$ cat config.mk
export PLATFORM = sky130hd
export DESIGN_NAME = int_to_fp_iter_flat
export DESIGN_NICKNAME = d
export VERILOG_FILES = /design/src/rtl/int_to_fp_iter_pkg.sv /design/src/rtl/int_to_fp_iter_if.sv /design/src/rtl/int_to_fp_iter_pack.sv /design/src/rtl/int_to_fp_iter.sv /design/src/flat_wrapper.sv
export SDC_FILE = /design/constraint.sdc
export NUM_CORES = 1
export LEC_CHECK = 0
export BUFFER_PORTS_ARGS = -buffer_cell sky130_fd_sc_hd__buf_4
export CAP_MARGIN = 5
export CORE_MARGIN = 2
export CORE_UTILIZATION = 30
export CTS_CLUSTER_SIZE = 14
export DETAILED_ROUTE_END_ITERATION = 7
export PLACE_DENSITY = 0.57
export REMOVE_ABC_BUFFERS = 1
export SLEW_MARGIN = 25
export SYNTH_ARGS = -nofsm -noshare
export SYNTH_HDL_FRONTEND = slang
export SYNTH_HIERARCHICAL = 1
export SYNTH_SLANG_ARGS = --single-unit
$ cat constraint.sdc
create_clock -name clk -period 6.9 [get_ports clk]
set_clock_uncertainty 0.1 [all_clocks]
set_input_delay 1.035 -clock clk [delete_from_list [all_inputs] [get_ports clk]]
set_output_delay 1.035 -clock clk [all_outputs]
set_load 0.01 [all_outputs]
$ cat src/rtl/int_to_fp_iter_pkg.sv
// Shared types and derived-constant helpers for the iterative integer-to-FP encoder.
package fp_pkg;

   typedef enum logic [1:0] {
      IDLE,
      NORM,
      DONE
   } state_e;

   function automatic int unsigned fp_w(input int unsigned sign_w,
                                        input int unsigned expo_w,
                                        input int unsigned mant_w);
      return sign_w + expo_w + mant_w;
   endfunction

   function automatic int unsigned bias(input int unsigned expo_w);
      return (32'd1 << (expo_w - 1)) - 32'd1;
   endfunction

endpackage

$ cat src/rtl/int_to_fp_iter_if.sv
// Valid/ready request and response bundle of the integer-to-FP encoder.
interface int_to_fp_iter_if
   import fp_pkg::*;
#(
   parameter int unsigned INT_W = 32,
   parameter int unsigned FP_W  = fp_w(1, 8, 23)
);

   logic             in_valid;
   logic             in_ready;
   logic [INT_W-1:0] in_int;
   logic             in_signed;
   logic             out_valid;
   logic             out_ready;
   logic [FP_W-1:0]  out_fp;
   logic             out_inexact;

   modport master (
      output in_valid, in_int, in_signed, out_ready,
      input  in_ready, out_valid, out_fp, out_inexact
   );

   modport slave (
      input  in_valid, in_int, in_signed, out_ready,
      output in_ready, out_valid, out_fp, out_inexact
   );

endinterface

$ cat src/rtl/int_to_fp_iter_pack.sv
// Combinational packer: {sign, exponent, fraction} into one FP word.
module fp_pack
   import fp_pkg::*;
#(
   parameter int unsigned SIGN_W = 1,
   parameter int unsigned EXPO_W = 8,
   parameter int unsigned MANT_W = 23
) (
   input  logic [SIGN_W-1:0]                     sign,
   input  logic [EXPO_W-1:0]                     expo,
   input  logic [MANT_W-1:0]                     frac,
   output logic [fp_w(SIGN_W, EXPO_W, MANT_W)-1:0] fp
);

   assign fp = {sign, expo, frac};

endmodule

$ cat src/rtl/int_to_fp_iter.sv
// Iterative integer-to-FP encoder: normalizes one bit per cycle, truncating the fraction.
module int_to_fp_iter
   import fp_pkg::*;
#(
   parameter int unsigned SIGN_W = 1,
   parameter int unsigned EXPO_W = 8,
   parameter int unsigned MANT_W = 23,
   parameter int unsigned INT_W  = 32
) (
   input logic            clk,
   input logic            rst,
   int_to_fp_iter_if.slave io
);

   localparam int unsigned FP_W  = fp_w(SIGN_W, EXPO_W, MANT_W);
   localparam int unsigned BIAS  = bias(EXPO_W);
   localparam int unsigned EXT_W = INT_W - 1 + MANT_W;

   localparam logic [EXPO_W:0]  EXPO_INIT = (EXPO_W + 1)'(BIAS + INT_W - 1);
   localparam logic [EXPO_W:0]  EXPO_ONE  = (EXPO_W + 1)'(1);
   localparam logic [INT_W-1:0] INT_ONE   = INT_W'(1);

   if (SIGN_W != 1) begin : g_sign_chk
      $error("int_to_fp_iter: SIGN_W must be 1");
   end
   if (INT_W < 2 || INT_W - 1 > BIAS) begin : g_range_chk
      $error("int_to_fp_iter: INT_W-1 must not exceed BIAS");
   end

   state_e              state_q, state_d;
   logic [INT_W-1:0]    mag_q, mag_d;
   logic [EXPO_W:0]     expo_q, expo_d;
   logic [SIGN_W-1:0]   sign_q, sign_d;
   logic [FP_W-1:0]     out_fp_q, out_fp_d;
   logic                out_inexact_q, out_inexact_d;

   logic                in_neg;
   logic [INT_W-1:0]    in_mag;
   logic [EXT_W-1:0]    ext;
   logic [MANT_W-1:0]   frac;
   logic                dropped;
   logic [FP_W-1:0]     packed_fp;

   // Bits below the leading one, zero-padded on the right so narrow integers still fill the fraction.
   assign ext     = {mag_q[INT_W-2:0], {MANT_W{1'b0}}};
   assign frac    = ext[EXT_W-1 -: MANT_W];
   assign dropped = |ext[INT_W-2:0];

   assign in_neg = io.in_signed & io.in_int[INT_W-1];
   assign in_mag = in_neg ? (~io.in_int + INT_ONE) : io.in_int;

   fp_pack #(
      .SIGN_W (SIGN_W),
      .EXPO_W (EXPO_W),
      .MANT_W (MANT_W)
   ) u_pack (
      .sign (sign_q),
      .expo (expo_q[EXPO_W-1:0]),
      .frac (frac),
      .fp   (packed_fp)
   );

   always_comb begin
      state_d       = state_q;
      mag_d         = mag_q;
      expo_d        = expo_q;
      sign_d        = sign_q;
      out_fp_d      = out_fp_q;
      out_inexact_d = out_inexact_q;

      unique case (state_q)
         IDLE: begin
            if (io.in_valid) begin
               expo_d = EXPO_INIT;
               if (in_mag == '0) begin
                  sign_d        = '0;
                  mag_d         = '0;
                  out_fp_d      = '0;
                  out_inexact_d = 1'b0;
                  state_d       = DONE;
               end else begin
                  sign_d  = SIGN_W'(in_neg);
                  mag_d   = in_mag;
                  state_d = NORM;
               end
            end
         end
         NORM: begin
            // The zero-exponent guard cannot trigger for legal widths; it only bounds the loop.
            if (mag_q[INT_W-1] || expo_q == '0) begin
               out_fp_d      = packed_fp;
               out_inexact_d = dropped;
               state_d       = DONE;
            end else begin
               mag_d  = mag_q << 1;
               expo_d = expo_q - EXPO_ONE;
            end
         end
         DONE: begin
            if (io.out_ready) begin
               state_d = IDLE;
            end
         end
         default: state_d = IDLE;
      endcase
   end

   always_ff @(posedge clk) begin
      if (rst) begin
         state_q       <= IDLE;
         mag_q         <= '0;
         expo_q        <= '0;
         sign_q        <= '0;
         out_fp_q      <= '0;
         out_inexact_q <= 1'b0;
      end else begin
         state_q       <= state_d;
         mag_q         <= mag_d;
         expo_q        <= expo_d;
         sign_q        <= sign_d;
         out_fp_q      <= out_fp_d;
         out_inexact_q <= out_inexact_d;
      end
   end

   assign io.in_ready    = (state_q == IDLE) & ~rst;
   assign io.out_valid   = (state_q == DONE);
   assign io.out_fp      = out_fp_q;
   assign io.out_inexact = out_inexact_q;

endmodule

$ cat src/flat_wrapper.sv
// flat-port wrapper written by rule: the top's interface ports become plain ports
module int_to_fp_iter_flat import fp_pkg::*;
#(
   parameter int unsigned SIGN_W = 1,
   parameter int unsigned EXPO_W = 8,
   parameter int unsigned MANT_W = 23,
   parameter int unsigned INT_W  = 32
)
  (clk, rst, io_in_valid, io_in_int, io_in_signed, io_out_ready, io_in_ready, io_out_valid, io_out_fp, io_out_inexact);
  int_to_fp_iter_if #(.INT_W(INT_W), .FP_W((32))) io_i ();
  input logic clk;
  input logic rst;
  input wire logic [$bits(io_i.in_valid)-1:0] io_in_valid;
  input wire logic [$bits(io_i.in_int)-1:0] io_in_int;
  input wire logic [$bits(io_i.in_signed)-1:0] io_in_signed;
  input wire logic [$bits(io_i.out_ready)-1:0] io_out_ready;
  output wire logic [$bits(io_i.in_ready)-1:0] io_in_ready;
  output wire logic [$bits(io_i.out_valid)-1:0] io_out_valid;
  output wire logic [$bits(io_i.out_fp)-1:0] io_out_fp;
  output wire logic [$bits(io_i.out_inexact)-1:0] io_out_inexact;
  assign io_i.in_valid = io_in_valid;
  assign io_i.in_int = io_in_int;
  assign io_i.in_signed = io_in_signed;
  assign io_i.out_ready = io_out_ready;
  assign io_in_ready = io_i.in_ready;
  assign io_out_valid = io_i.out_valid;
  assign io_out_fp = io_i.out_fp;
  assign io_out_inexact = io_i.out_inexact;
  int_to_fp_iter #(.SIGN_W(SIGN_W), .EXPO_W(EXPO_W), .MANT_W(MANT_W), .INT_W(INT_W)) u_core (.clk(clk), .rst(rst), .io(io_i));
endmodule
### Yosys cells after proc, flatten, opt, wreduce, memory -nomap -nowiden

Cells that the tools add are included.

| word-level totals | value |
|---|---|
| logic and storage cells | 51 |
| register bits | 77 |
| input port bits | 37 |
| output and inout bits | 35 |

| cells by class | value |
|---|---|
| multiplexer cells | 22 |
| bitwise operators | 4 |
| reduce and logical (&&, ||, !) cells | 10 |
| $add $sub $neg | 2 |
| equality and inequality tests | 7 |

Operator list:

| cell | count |
|---|---|
| 32-bit 2-to-1 mux | 7 |
| 32-bit one-hot mux with 2 select lines | 2 |
| 32-bit by 1-bit adder with 32-bit output, second input constant | 1 |
| 32-bit zero test | 1 |
| 32-bit inverter | 1 |
| 9-bit 2-to-1 mux | 2 |
| 9-bit one-hot mux with 2 select lines | 1 |
| 9-bit zero test | 1 |
| 9-bit by 1-bit subtractor with 9-bit output, second input constant | 1 |
| 2-bit 2-to-1 mux | 4 |
| 8-bit OR reduction | 1 |
| 2-bit inequality test, second input constant | 3 |
| 2-bit one-hot mux with 3 select lines | 1 |
| 3-bit AND reduction | 2 |
| 1-bit 2-to-1 mux | 4 |
| 2-bit by 1-bit inequality test with 1-bit output, second input constant | 2 |
| 4-bit AND reduction | 1 |
| 1-bit AND | 2 |
| 2-bit by 1-bit == test with 1-bit output, second input constant | 1 |
| 2-bit == test, second input constant | 1 |
| 2-bit zero test | 1 |
| 1-bit one-hot mux with 2 select lines | 1 |
| 2-bit AND reduction | 1 |
| 2-bit nonzero test | 1 |
| other kinds (2) | 2 |

### Longest topological paths before layout

| depth | value |
|---|---|
| word-level depth | 7 |
| depth in mapped cells | 12 |
| gate-level depth less buffers | 10 |

### Cells and area by module

Netlist, hierarchy kept.

By module, submodules not included:

| module | cells an instance | times used | area each (µm²) | seq. area each (µm²) |
|---|---|---|---|---|
| int_to_fp_iter | 606 | 1 | 4953.5 | 1541.5 |
| fp_pack | 32 | 1 | 240.2 | 0.0 |

### Least setup slack after synthesis

OpenSTA, ideal clock, no wires.

| timing path | value |
|---|---|
| path kind | input -> register |
| from | input port io_in_int[10] |
| to | register u_core.out_fp_q[10] (netlist: u_core/io.out_fp[10]) |
| stages on the path | 11 |
| buffers on the path | 3 |
| data arrival time | 3811 ps |
| data required time | 6679 ps |
| slack | 2868 ps |
| library setup time | 121 ps |
| cell sequence | buf_6 -> or4_4 -> or4_1 -> buf_4 -> nor4_4 -> mux2_2 -> a22oi_1 -> nand3_2 -> nor2_4 -> buf_6 -> o21ai_2 |

| between the ends | value |
|---|---|
| cells in the longest elaborated chain, start to end | 6 |

Ends and longest elaborated chain:

| what | line | RTL |
|---|---|---|
| start: declaration | flat_wrapper.sv:14 | `input wire logic [$bits(io_i.in_int)-1:0] io_in_int;` |
| 32-bit inverter | int_to_fp_iter.sv:50 | `assign in_mag = in_neg ? (~io.in_int + INT_ONE) : io.in_int;` |
| 32-bit by 1-bit adder with 32-bit output | int_to_fp_iter.sv:50 |  |
| 32-bit 2-to-1 mux (*) | int_to_fp_iter.sv:50 |  |
| 32-bit zero test (*) | int_to_fp_iter.sv:75 | `if (in_mag == '0) begin` |
| 2-bit by 1-bit inequality test with 1-bit output (no line) (*) | n/a |  |
| 4-bit AND reduction (no line) (*) | n/a |  |
| end signal: assignment | int_to_fp_iter.sv:121 | `out_fp_q <= out_fp_d;` |
| end: declaration | int_to_fp_iter.sv:34 | `logic [FP_W-1:0] out_fp_q, out_fp_d;` |

Mark *: on every way between the ends. The rest lies on a longest branch, timed or not.
A chain may end at the register's enable or synchronous reset.

### Worst setup path in the final report

| timing path | value |
|---|---|
| from | input port io_in_int[10] |
| to | register u_core.out_fp_q[21] (netlist: u_core/io.out_fp[21]) |

Same word-level chain as after synthesis.

==> flow_summary.yaml <==
job:
  maxCapViolCount: 0
clock_tree:
  cts_made_buffers: 9
  cts_tree: "built"
  cts-resized-gates: 0
  hold_buffers: 0
  clk_transition_reported_paths_ps: 70
  clock_path_buffers: 2
  cts_setup_buffers: 0
  cts_root_buf: "clkbuf_16"
  clock_latency_ps: 340
  htree_levels: 3
  clock-sinks: 77
setup_path:
  worstPathRequired_ps: 7020
  crit_path_end: "u_core/io.out_fp[21]"
  reg2reg_slack_ps: 3860
  cp-start-kind: "primary input"
  arrival_ps: 4510
  ff2ff_path_depth: 9
  reg2reg_from: "u_core/expo_q[3]"
  critical_path_class: "in -> reg"
  reg2reg_to: "u_core/io.out_fp[12]"
  worstPathMaxFanout: 21
  crit_start: "io_in_int[10]"
  end_kind: "flop"
route:
  drt-wirelength-per-cell_um: 18.07
  firstDrtPassIters: 5
  ant_nets: 0
  vias_per_cell: 5.674
  drtIter0Drc: 454
  routed_wl_mm: 15.72
  drc: 0
  vias: 4936
yosys:
  syn_avg_cell_area_um2: 8.141
  synth.area.mux_share: 0.006023
  synth_top_family_by_area: "compound AO/OA/AOI/OAI gates"
  synth_compound_area_frac: 0.2925
  synth_flop_cell: "dfxtp_1"
  synth.yosys.seq_area_share: 0.2968
  syn_area_mm2: 0.005194
  synthArstFlopShare: 0
  ys_ff_latch: 77
  synth-xor-area-share: 0.05565
  synthCells: 638
  synthTopCellsByArea: "dfxtp_1, o21ai_0, a32oi_1"
  yosys.cell_count.top_type: "dfxtp_1"
  yosysTopAreaCell: "dfxtp_1"
  yosysWarnings: 6
  synth-simple-area-share: 0.2424
  synth_edf_count: 0
  synthAdderAreaFrac: 0.004818
  synth_cell_type_count: 69
  yosysTopAreaCellShare: 0.2968
  ys_top_cells_by_count: "dfxtp_1, o21ai_0, clkbuf_1"
final_layout:
  drive_above_1_share: 0.2186
  multi_input_area_mm2: 0.003127
  final-seq-area_mm2: 0.001543
  nets: 679
  num-fill-cells: 1797
  final_util: 0.3445
  area_delta_synth_final_pct: 13.54
  antenna_cells: 0
grt:
  grt_max_degree: 51
  grt_pass1_wl_mm: 25.09
  grt_pass1_vias: 4667
  antenna_found_initial: 0
  grt_overflow_total: 0
  grt_usage: 0.1709
floorplan:
  core_area_mm2: 0.01712
  die_x_um: 135.6
  die_y_um: 135.6
  rows: 48
  initial_utilization: 0.3034
  io_pins: 72
  die-area_mm2: 0.01838
pwr:
  leakage_nw: 2.240
  cellPowerDensity_mw_per_mm2: 234.8
  peakVddDrop_uv: 125.4
outcome:
  status: "finished, final reports clean"
sta:
  slew_violations: 0
  post-route-period-util: 0.6360
  rsz0062_at_grt: "no"
  timing.fmax_mhz: 227.9
  setup_violations: 0
  final.setup.tns_ps: 0
  final-hold-violation-count: 0
  max_slew_margin: 0.3716
  hold_slack_ps: 363.0
  min_period_ps: 4388
  tightestPinTransition_ps: 934.0
  postLayoutSetupSlackWorst_ps: 2512
placement:
  place_congestion: 0.9304
  numPortBuffers: 71
  dp_hpwl_mm: 11.13
  pre_cts_slack_ps: 1717
min_path:
  hp-class: "reg -> reg"
-- placed cells by master, fill, tap and decap left out, types with 4 or more instances in the layout --
| cell type | n |
|---|---|
| buf_4 | 81 |
| dfxtp_1 | 76 |
| o21ai_0 | 62 |
| nor2_1 | 40 |
| nand3b_1 | 34 |
| a32oi_1 | 32 |
| nand2_1 | 27 |
| a21oi_1 | 25 |
| xnor2_1 | 24 |
| o211a_1 | 22 |
| nor3_1 | 20 |
| o21ai_2 | 20 |
| nand3_1 | 15 |
| nor4_1 | 12 |
| o21ai_1 | 10 |
| clkbuf_16 | 9 |
| or3_1 | 9 |
| xor2_1 | 9 |
| or4_1 | 7 |
| a211oi_1 | 7 |
| o211ai_1 | 7 |
| inv_1 | 6 |
| a31oi_1 | 6 |
| nand2b_1 | 5 |
| or2_2 | 4 |
| a22oi_1 | 4 |
| nor3b_1 | 4 |
| a41oi_1 | 4 |
-- flip-flops by register name, indices dropped and copies added (netlist names) --
| register | flops |
|---|---|
| u_core/io.out_fp | 32 |
| u_core/mag_q | 32 |
| u_core/state_q | 2 |
| u_core/expo_q | 9 |
| u_core/io.out_inexact | 1 |
| u_core/sign_q | 1 |
-- power by group --
part	total (mW)	internal [mW]	switching [mW]
clock network	0.457	0.251	0.206
logic	0.361	0.149	0.212
registers	0.567	0.507	0.0599
total	1.38	0.906	0.478
-- stage by stage --
stage          total power, mW  cell area [um^2]  instances
2_1_floorplan           0.7762              4691        547
4_1_cts                  1.397              5874        869
6_report                 1.384              5897        870
5_1_grt                  1.462              5897        870
3_3_place_gp            0.9263              5583        853
3_5_place_dp            0.9346              5583        853
-- cell type report --
type / count / share of cell area
Multi-Input combinational cell: 463 / 0.5302
Sequential cell: 77 / 0.2616
Timing Repair Buffer: 82 / 0.1065
Tap cell: 225 / 0.04774
Clock buffer: 9 / 0.03819
Clock inverter: 7 / 0.01125
Inverter: 7 / 0.004456
-- layer usage --
metal,vias up,global-route usage,routed length (um)
met5,-,0,0
met4,0,0.04282,131
met3,11,0.02955,993
met2,158,0.2649,6988
met1,2386,0.2453,7609
li1,2381,-,-
-- critical path, stage by stage --
cell	delay [ps]
buf_4	140
or4_4	580
or4_1	750
nor4_4	440
mux2_2	380
a22oi_1	280
nand3_2	160
nor2_4	380
buf_12	250
o21ai_0	100
-- cells by family after synthesis --
group / after synthesis
AO/OA/AOI/OAI: 215
AND/OR/NAND/NOR: 210
buffers and inverters: 98
multiplexers: 3
XOR/XNOR: 33
flip-flops: 77
adder cells (fa/ha/maj): 2
-- worst min path at each step --
| stage | cells after the start | endpoint | slack [ps] | start |
|---|---|---|---|---|
| 2_1_floorplan | 2 | u_core/expo_q[8] | 320 | u_core/expo_q[8] |
| 3_3_place_gp | 2 | u_core/expo_q[8] | 330 | u_core/expo_q[8] |
| 3_5_place_dp | 2 | u_core/expo_q[8] | 360 | u_core/expo_q[8] |
| 4_1_cts | 2 | u_core/sign_q | 370 | u_core/sign_q |
| 5_1_grt | 2 | u_core/expo_q[8] | 390 | u_core/expo_q[8] |
| 6_report | 2 | u_core/expo_q[8] | 360 | u_core/expo_q[8] |
(Power assumes the default switching activity.)
